$ cat src/rtl/pipe_stage_skid.sv
// Generic pipeline stage register with a 2-entry skid buffer, flush and occupancy view.
// Optional stall/flush statistics counters are compiled in with PIPE_STAGE_STATS_EN.
//
// state   | meaning
// S_EMPTY | no live entry, out_data_o = BUBBLE_VAL
// S_ONE   | main holds one live entry
// S_FULL  | main and skid both live, upstream stalled
module pipe_stage_skid #(
    parameter int                 WIDTH      = 32,
    parameter logic [WIDTH-1:0]   BUBBLE_VAL = '0
) (
    input  logic             clk,
    input  logic             rst,
    input  logic             flush_i,
    input  logic             in_valid_i,
    output logic             in_ready_o,
    input  logic [WIDTH-1:0] in_data_i,
    output logic             out_valid_o,
    input  logic             out_ready_i,
    output logic [WIDTH-1:0] out_data_o,
    output logic [1:0]       occupancy_o,
    output logic [31:0]      stall_cycles_o,
    output logic [15:0]      flush_count_o
);

    typedef enum logic [1:0] {
        S_EMPTY = 2'd0,
        S_ONE   = 2'd1,
        S_FULL  = 2'd2
    } state_t;

    state_t           r_state;
    logic [WIDTH-1:0] r_main;
    logic [WIDTH-1:0] r_skid;
    logic             r_in_ready;
    logic             r_out_valid;
    logic [1:0]       r_occ;

    logic w_accept;
    logic w_pop;

    assign w_accept = in_valid_i & r_in_ready;
    assign w_pop    = r_out_valid & out_ready_i;

    // Handshake outputs are kept as flops alongside the state so no combinational
    // path from out_ready_i reaches in_ready_o.
    always_ff @(posedge clk) begin
        if (rst || flush_i) begin
            r_state     <= S_EMPTY;
            r_main      <= BUBBLE_VAL;
            r_skid      <= BUBBLE_VAL;
            r_in_ready  <= 1'b1;
            r_out_valid <= 1'b0;
            r_occ       <= 2'd0;
        end else begin
            case (r_state)
                S_EMPTY: begin
                    if (w_accept) begin
                        r_state     <= S_ONE;
                        r_main      <= in_data_i;
                        r_out_valid <= 1'b1;
                        r_occ       <= 2'd1;
                    end
                end
                S_ONE: begin
                    if (w_accept && w_pop) begin
                        r_main <= in_data_i;
                    end else if (w_accept) begin
                        r_state    <= S_FULL;
                        r_skid     <= in_data_i;
                        r_in_ready <= 1'b0;
                        r_occ      <= 2'd2;
                    end else if (w_pop) begin
                        r_state     <= S_EMPTY;
                        r_main      <= BUBBLE_VAL;
                        r_out_valid <= 1'b0;
                        r_occ       <= 2'd0;
                    end
                end
                S_FULL: begin
                    if (w_pop) begin
                        r_state    <= S_ONE;
                        r_main     <= r_skid;
                        r_skid     <= BUBBLE_VAL;
                        r_in_ready <= 1'b1;
                        r_occ      <= 2'd1;
                    end
                end
                default: begin
                    r_state     <= S_EMPTY;
                    r_main      <= BUBBLE_VAL;
                    r_skid      <= BUBBLE_VAL;
                    r_in_ready  <= 1'b1;
                    r_out_valid <= 1'b0;
                    r_occ       <= 2'd0;
                end
            endcase
        end
    end

    assign in_ready_o  = r_in_ready;
    assign out_valid_o = r_out_valid;
    assign out_data_o  = r_main;
    assign occupancy_o = r_occ;

`ifdef PIPE_STAGE_STATS_EN
    logic [31:0] r_stall_cycles;
    logic [15:0] r_flush_count;

    // Counters saturate and are cleared only by reset, never by flush.
    always_ff @(posedge clk) begin
        if (rst) begin
            r_stall_cycles <= 32'd0;
            r_flush_count  <= 16'd0;
        end else begin
            if (r_out_valid && !out_ready_i && (r_stall_cycles != 32'hFFFF_FFFF)) begin
                r_stall_cycles <= r_stall_cycles + 32'd1;
            end
            if (flush_i && (r_flush_count != 16'hFFFF)) begin
                r_flush_count <= r_flush_count + 16'd1;
            end
        end
    end

    assign stall_cycles_o = r_stall_cycles;
    assign flush_count_o  = r_flush_count;
`else
    assign stall_cycles_o = 32'd0;
    assign flush_count_o  = 16'd0;
`endif

endmodule

$ cat config.mk
export PLATFORM = sky130hd
export DESIGN_NAME = pipe_stage_skid
export DESIGN_NICKNAME = d
export VERILOG_FILES = /design/src/rtl/pipe_stage_skid.sv
export SDC_FILE = /design/constraint.sdc
export NUM_CORES = 1
export LEC_CHECK = 0
export CAP_MARGIN = 20
export CELL_PAD_IN_SITES_DETAIL_PLACEMENT = 2
export CELL_PAD_IN_SITES_GLOBAL_PLACEMENT = 2
export CORE_ASPECT_RATIO = 0.5
export CORE_MARGIN = 4
export CORE_UTILIZATION = 29
export DETAILED_ROUTE_END_ITERATION = 12
export PLACE_DENSITY_LB_ADDON = 0.1
export SLEW_MARGIN = 40
export SYNTH_ARGS = -nofsm -noshare
export SYNTH_HDL_FRONTEND = slang
export SYNTH_SLANG_ARGS = --single-unit
$ cat constraint.sdc
create_clock -name clk -period 2.8 [get_ports clk]
set_input_delay 0.56 -clock clk [delete_from_list [all_inputs] [get_ports clk]]
set_output_delay 0.56 -clock clk [all_outputs]
set_load 0.005 [all_outputs]
==> results.py <==
metrics = {
    "layout": {
        "diodes": 0,
        "syn2layout_area_growth_pct": 27.2,
        "nets": 503,
        "drive_above_1_share_pct": 13.4,
        "layout.cells.non_filler": 636,
        "n_fill_cell": 1334,
        "final_cell_area_um2": 4590,
    },
    "floorplan": {
        "initial_core_util_pct": 30.1,
        "core_area_um2": 12000,
        "io-pin-count": 121,
        "die-area_um2": 14400,
        "fp.dieW_um": 166,
        "placementRows": 28,
        "die_h_um": 86.8,
    },
    "clock_network": {
        "cts_setup_buffers": 0,
        "cts.htree.levels": 3,
        "ctsResizeCount": 0,
        "root_buffer": "clkbuf_16",
        "clk_pin_slew_ns": 0.06,
        "clkLatencyLatePin_ns": 0.33,
        "clock-sinks": 68,
        "cts_hold_buf": 0,
        "clockBufferDepth": 2,
        "numCtsBuffers": 9,
        "cts_tree": "yes",
    },
    "yosys": {
        "synth.avg_cell_area_um2": 9.01,
        "synth-edff-count": 0,
        "synth_seq_cells": 68,
        "synthFlopType": "dfxtp_1",
        "synth-xor-area-share_pct": 0,
        "ys_warn_count": 0,
        "synth_area_um2": 3600,
        "synth_top_cells_by_area": "dfxtp_1 38%, mux2i_1 18%, nand2_1 14%",
        "yosysMostFrequentCell": "nand2_1",
        "synth_common_cells": "133 x nand2_1, 68 x dfxtp_1, 64 x mux2i_1",
        "synth_compound_area_share_pct": 2.88,
        "synthArstFlopShare_pct": 0,
        "yosysTopAreaCell": "dfxtp_1",
        "synthAdderAreaFrac_pct": 0,
        "synth_cells": 400,
        "yosys.area_share.simple_pct": 16.1,
        "yosysSeqAreaShare_pct": 37.8,
        "synth_mux_area_share_pct": 27.8,
        "synth_top_family_by_area": "multiplexers",
        "synth.top_cell.area_share_pct": 37.8,
        "synth.distinct_cells": 30,
    },
    "place": {
        "dpl-instance-area_um2": 4300,
        "place_congestion": 0.726,
        "place_inst": 620,
        "port_buffers": 72,
        "dpl.hpwl_mm": 6.85,
    },
    "worst_setup_path": {
        "r2r_slack_ns": 0.88,
        "crit_arrival_ns": 2.45,
        "startpoint_type": "primary input",
        "cp_cell_sequence": "clkdlybuf4s50_1, buf_4, nand2_1, o21ai_1, o21ai_4, buf_12, mux2i_1",
        "critPathSlowestCell": "o21ai_4",
        "worstPathRequired_ns": 3.06,
        "cp_max_fo": 19,
        "cp-end-kind": "register",
        "crit_type": "primary input to register",
        "cp_top_family": "buffers and inverters",
        "path_buf_inv": 3,
        "cp_slowest_stage_delay_ns": 0.57,
    },
    "sta": {
        "fin_crit_ns": 2.20,
        "max-slew-margin-rel_pct": 55.1,
        "hold_violations": 0,
        "clock_skew_ns": 0.00538,
        "max_freq_mhz": 455,
        "hold_ws_ns": 0.459,
        "finalSetupViolCount": 0,
        "maxSlewViolCount": 0,
        "setup_tns_ns": 0,
        "rsz0062_at_grt": "false",
        "fin_crit_sh_pct": 78.5,
        "tightest_slew_ns": 0.672,
    },
    "routing": {
        "wl_mm": 9.81,
        "drt-vias-per-instance": 4.45,
        "wl_per_cell_um": 15.4,
        "postRouteAntennaNets": 0,
        "dr.pass1.iters": 4,
        "route.detailed.drc": 0,
        "num_vias": 2828,
        "drt-initial-drc-count": 75,
    },
    "pwr": {
        "leakage_nw": 1.73,
        "p_per_area_nw_per_um2": 530,
        "ir_worst_vdd_mv": 0.236,
    },
    "global_routing": {
        "grtUsageTotal_pct": 14.0,
        "grt_pass1_vias": 3229,
        "grt_pass1_wl_mm": 16.2,
        "antenna_found_initial": 0,
        "grt_max_degree": 69,
        "overflow": 0,
    },
    "flow_run": {
        "max_cap_viol_count": 0,
    },
    "run_status": {
        "status": "finished clean",
    },
    "worst_hold_path": {
        "hold_path_class": "register to register",
    },
}
## flip-flops by register name, indices dropped and copies added, names as in the netlist
| register | count |
|---|---|
| out_data_o | 32 |
| out_valid_o | 1 |
| occupancy_o | 2 |
| r_skid | 32 |
| in_ready_o | 1 |
## layer usage
layer / global-route usage, % / share of wire (%) / up-vias
met5: 0 / 0 / -
met1: 16.9 / 47 / 1385
met4: 4.27 / 1.2 / 0
met2: 24.5 / 47 / 83
li1: - / - / 1348
met3: 3.92 / 4.3 / 12
## report_power, final
| part | switching [mW] | total, mW | internal (mW) |
|---|---|---|---|
| Sequential | 0.0147 | 1.00 | 0.989 |
| Clock | 0.436 | 1.12 | 0.685 |
| Combinational | 0.147 | 0.309 | 0.161 |
| Total | 0.598 | 2.43 | 1.84 |
## cells by family after synthesis
group	Yosys count
flops	68
other cells	1
buf+inv	75
mux	96
simple gates	146
compound gates	14
## cells in the final DEF (no fill, tap or decap), types with 3 or more instances in the layout
cell type        instances
buf_4                    8
clkbuf_16                9
clkdlybuf4s50_1         72
clkinv_2                 3
conb_1                  48
dfxtp_1                 67
mux2_2                  32
mux2i_1                 64
nand2_1                133
## tightest hold or removal path: stages, from the launching register on
cell	delay (ns)
dfxtp_1	0.31
nand2_1	0.05
mux2i_1	0.06
## final timing paths
kind / to / cells after the start / startpoint
max: out_data_o[12] / 7 / in_valid_i
min: out_data_o[27] / 2 / out_data_o[27]
max reg2reg: out_data_o[12] / 5 / occupancy_o[1]
min reg2reg: out_data_o[27] / 2 / out_data_o[27]
## area by class of cell
type	count	area (um2)	area share [%]
multi-input combinational	304	1880	41.1
sequential	68	1360	29.7
tap	165	206	4.50
timing repair buffer	83	848	18.5
clock inverter	5	52.6	1.15
clock buffer	11	233	5.07
## metrics by stage
stage	utilization [%]	total power, mW	setup WS [ns]
finish	38.3	2.43	0.603
global route	38.3	2.55	0.453
CTS	38.3	2.48	0.575
detailed placement	35.9	1.34	0.205
global placement	35.7	1.32	0.164
floorplan	-	1.24	1.31
(Power assumes the default switching activity.)
==> edit (config.mk and constraints unchanged) <==
Add a define of `PIPE_STAGE_STATS_EN`.
--- a/src/rtl/pipe_stage_skid.sv
+++ b/src/rtl/pipe_stage_skid.sv
@@ -5,6 +5,8 @@
 // S_EMPTY | no live entry, out_data_o = BUBBLE_VAL
 // S_ONE   | main holds one live entry
 // S_FULL  | main and skid both live, upstream stalled
+`define PIPE_STAGE_STATS_EN
+
 module pipe_stage_skid #(
     parameter int                 WIDTH      = 32,
     parameter logic [WIDTH-1:0]   BUBBLE_VAL = '0
Function: changed (Yosys sat finds a counterexample within 4 cycles, from zero or initial values and one cycle with rst high).
==> edit against the original RTL <==
Routed wire length is 95% higher. Critical path type is now register to primary output. Sequential cell count is 48 higher. Largest cell class unchanged. Setup slack worse by 0.027 ns. Worst hold slack worse by 0.0052 ns. Power increased by 71%. First-iteration DRC count is 140% higher. Synthesized area is 45% higher. Critical endpoint is now occupancy_o[1]. Count of clock-buffer cells in the layout increased by 9. Non-clock buffer count rose by 61. Clock skew up 0.0029 ns. Core utilization up 3.7 points. Final area up 60%. Sequential power up 70%.
==> edit: results (changes against the original RTL) <==
Placement
  • DP Worst Slack: 0.231 ns (+0.0252 ns)
  • Detailed Place HPWL: 12,800 µm (+87%)
  • Routability congestion estimate: 0.717 (-1.3%)

Critical path
  • Slowest cell on crit path: dfxtp_1
  • CP max stage delay: 0.65 ns (+0.08 ns)
  • CP arrival: 1.66 ns (-0.79 ns)
  • Family with the most delay on the worst path: flip-flops

Finish
  • # clk buffers: 20 (+9)
  • # nets final: 773 (+54%)
  • FF+latch area: 0.00232 mm² (+70%)
  • Filler instances: 1,932 (+45%)
  • Clock-cell share: 7.68% (+1.5 points)
  • Layout cells sized above 1: 10.8% (-2.5 points)
  • Signal buffers share of area: 19.6% (+1.1 points)
  • Area occupied by multi-input gates: 0.00272 mm² (+44%)

Yosys
  • Seq/Total Area, Yosys: 44.6% (+6.8 points)

GRT
  • First-pass GRT wire length: 30,800 µm (+90%)
  • Vias in the first global route: 5,614 (+74%)

Run status
  • Status: completed

Routing
  • Vias: 5,290 (+87%)
  • Number of DRC markers in iteration 0: 183 (+140%)

Power
  • Leak: 2.45 nW (+42%)
  • Power Total: 0.00415 W (+71%)
  • Comb pwr share: 8.6% (-4.1 points)
  • Clock-net power: 0.00210 W (+88%)

STA
  • Max_slew headroom: 50.6% (-4.4 points)
  • Clk_skew: 0.00828 ns (+0.00291 ns)

Clock tree
  • CTS Buf Count: 17 (+8)
  • Clk_lat worst skew: 0.41 ns (+0.08 ns)
edit: worst paths after layout:
path / from / to / slack, ns / depth (start not counted)
min: r_skid[16] / r_skid[16] / 0.45 / 2
max reg2reg: stall_cycles_o[0] / stall_cycles_o[20] / 0.58 / 6
min reg2reg: r_skid[16] / r_skid[16] / 0.45 / 2
max: occupancy_o[1] / occupancy_o[1] / 0.58 / 1
edit: cells by family after synthesis:
group | synth area share, %
AOI/OAI and AO/OA | 21.2
xor gates and xnor gates | 2.52
adders and majority gates | 0.480
buffers and inverters | 3.84
DFF | 44.6
muxes | 1.03
and+or+nand+nor | 26.4
edit: stage by stage:
| step | area [µm²] | std cells |
|---|---|---|
| detailed placement | 6780 | 949 |
| floorplan | 5210 | 618 |
| finish | 7350 | 981 |
| CTS | 7350 | 981 |
| global placement | 6780 | 949 |
| global route | 7350 | 981 |
edit: routing by layer:
layer	wire, µm	track usage (%)	part of all wire [%]
met5	0	0	0
met4	242	6.08	1.3
met3	768	4.60	4.0
met2	9200	32.8	48
met1	8960	24.6	47
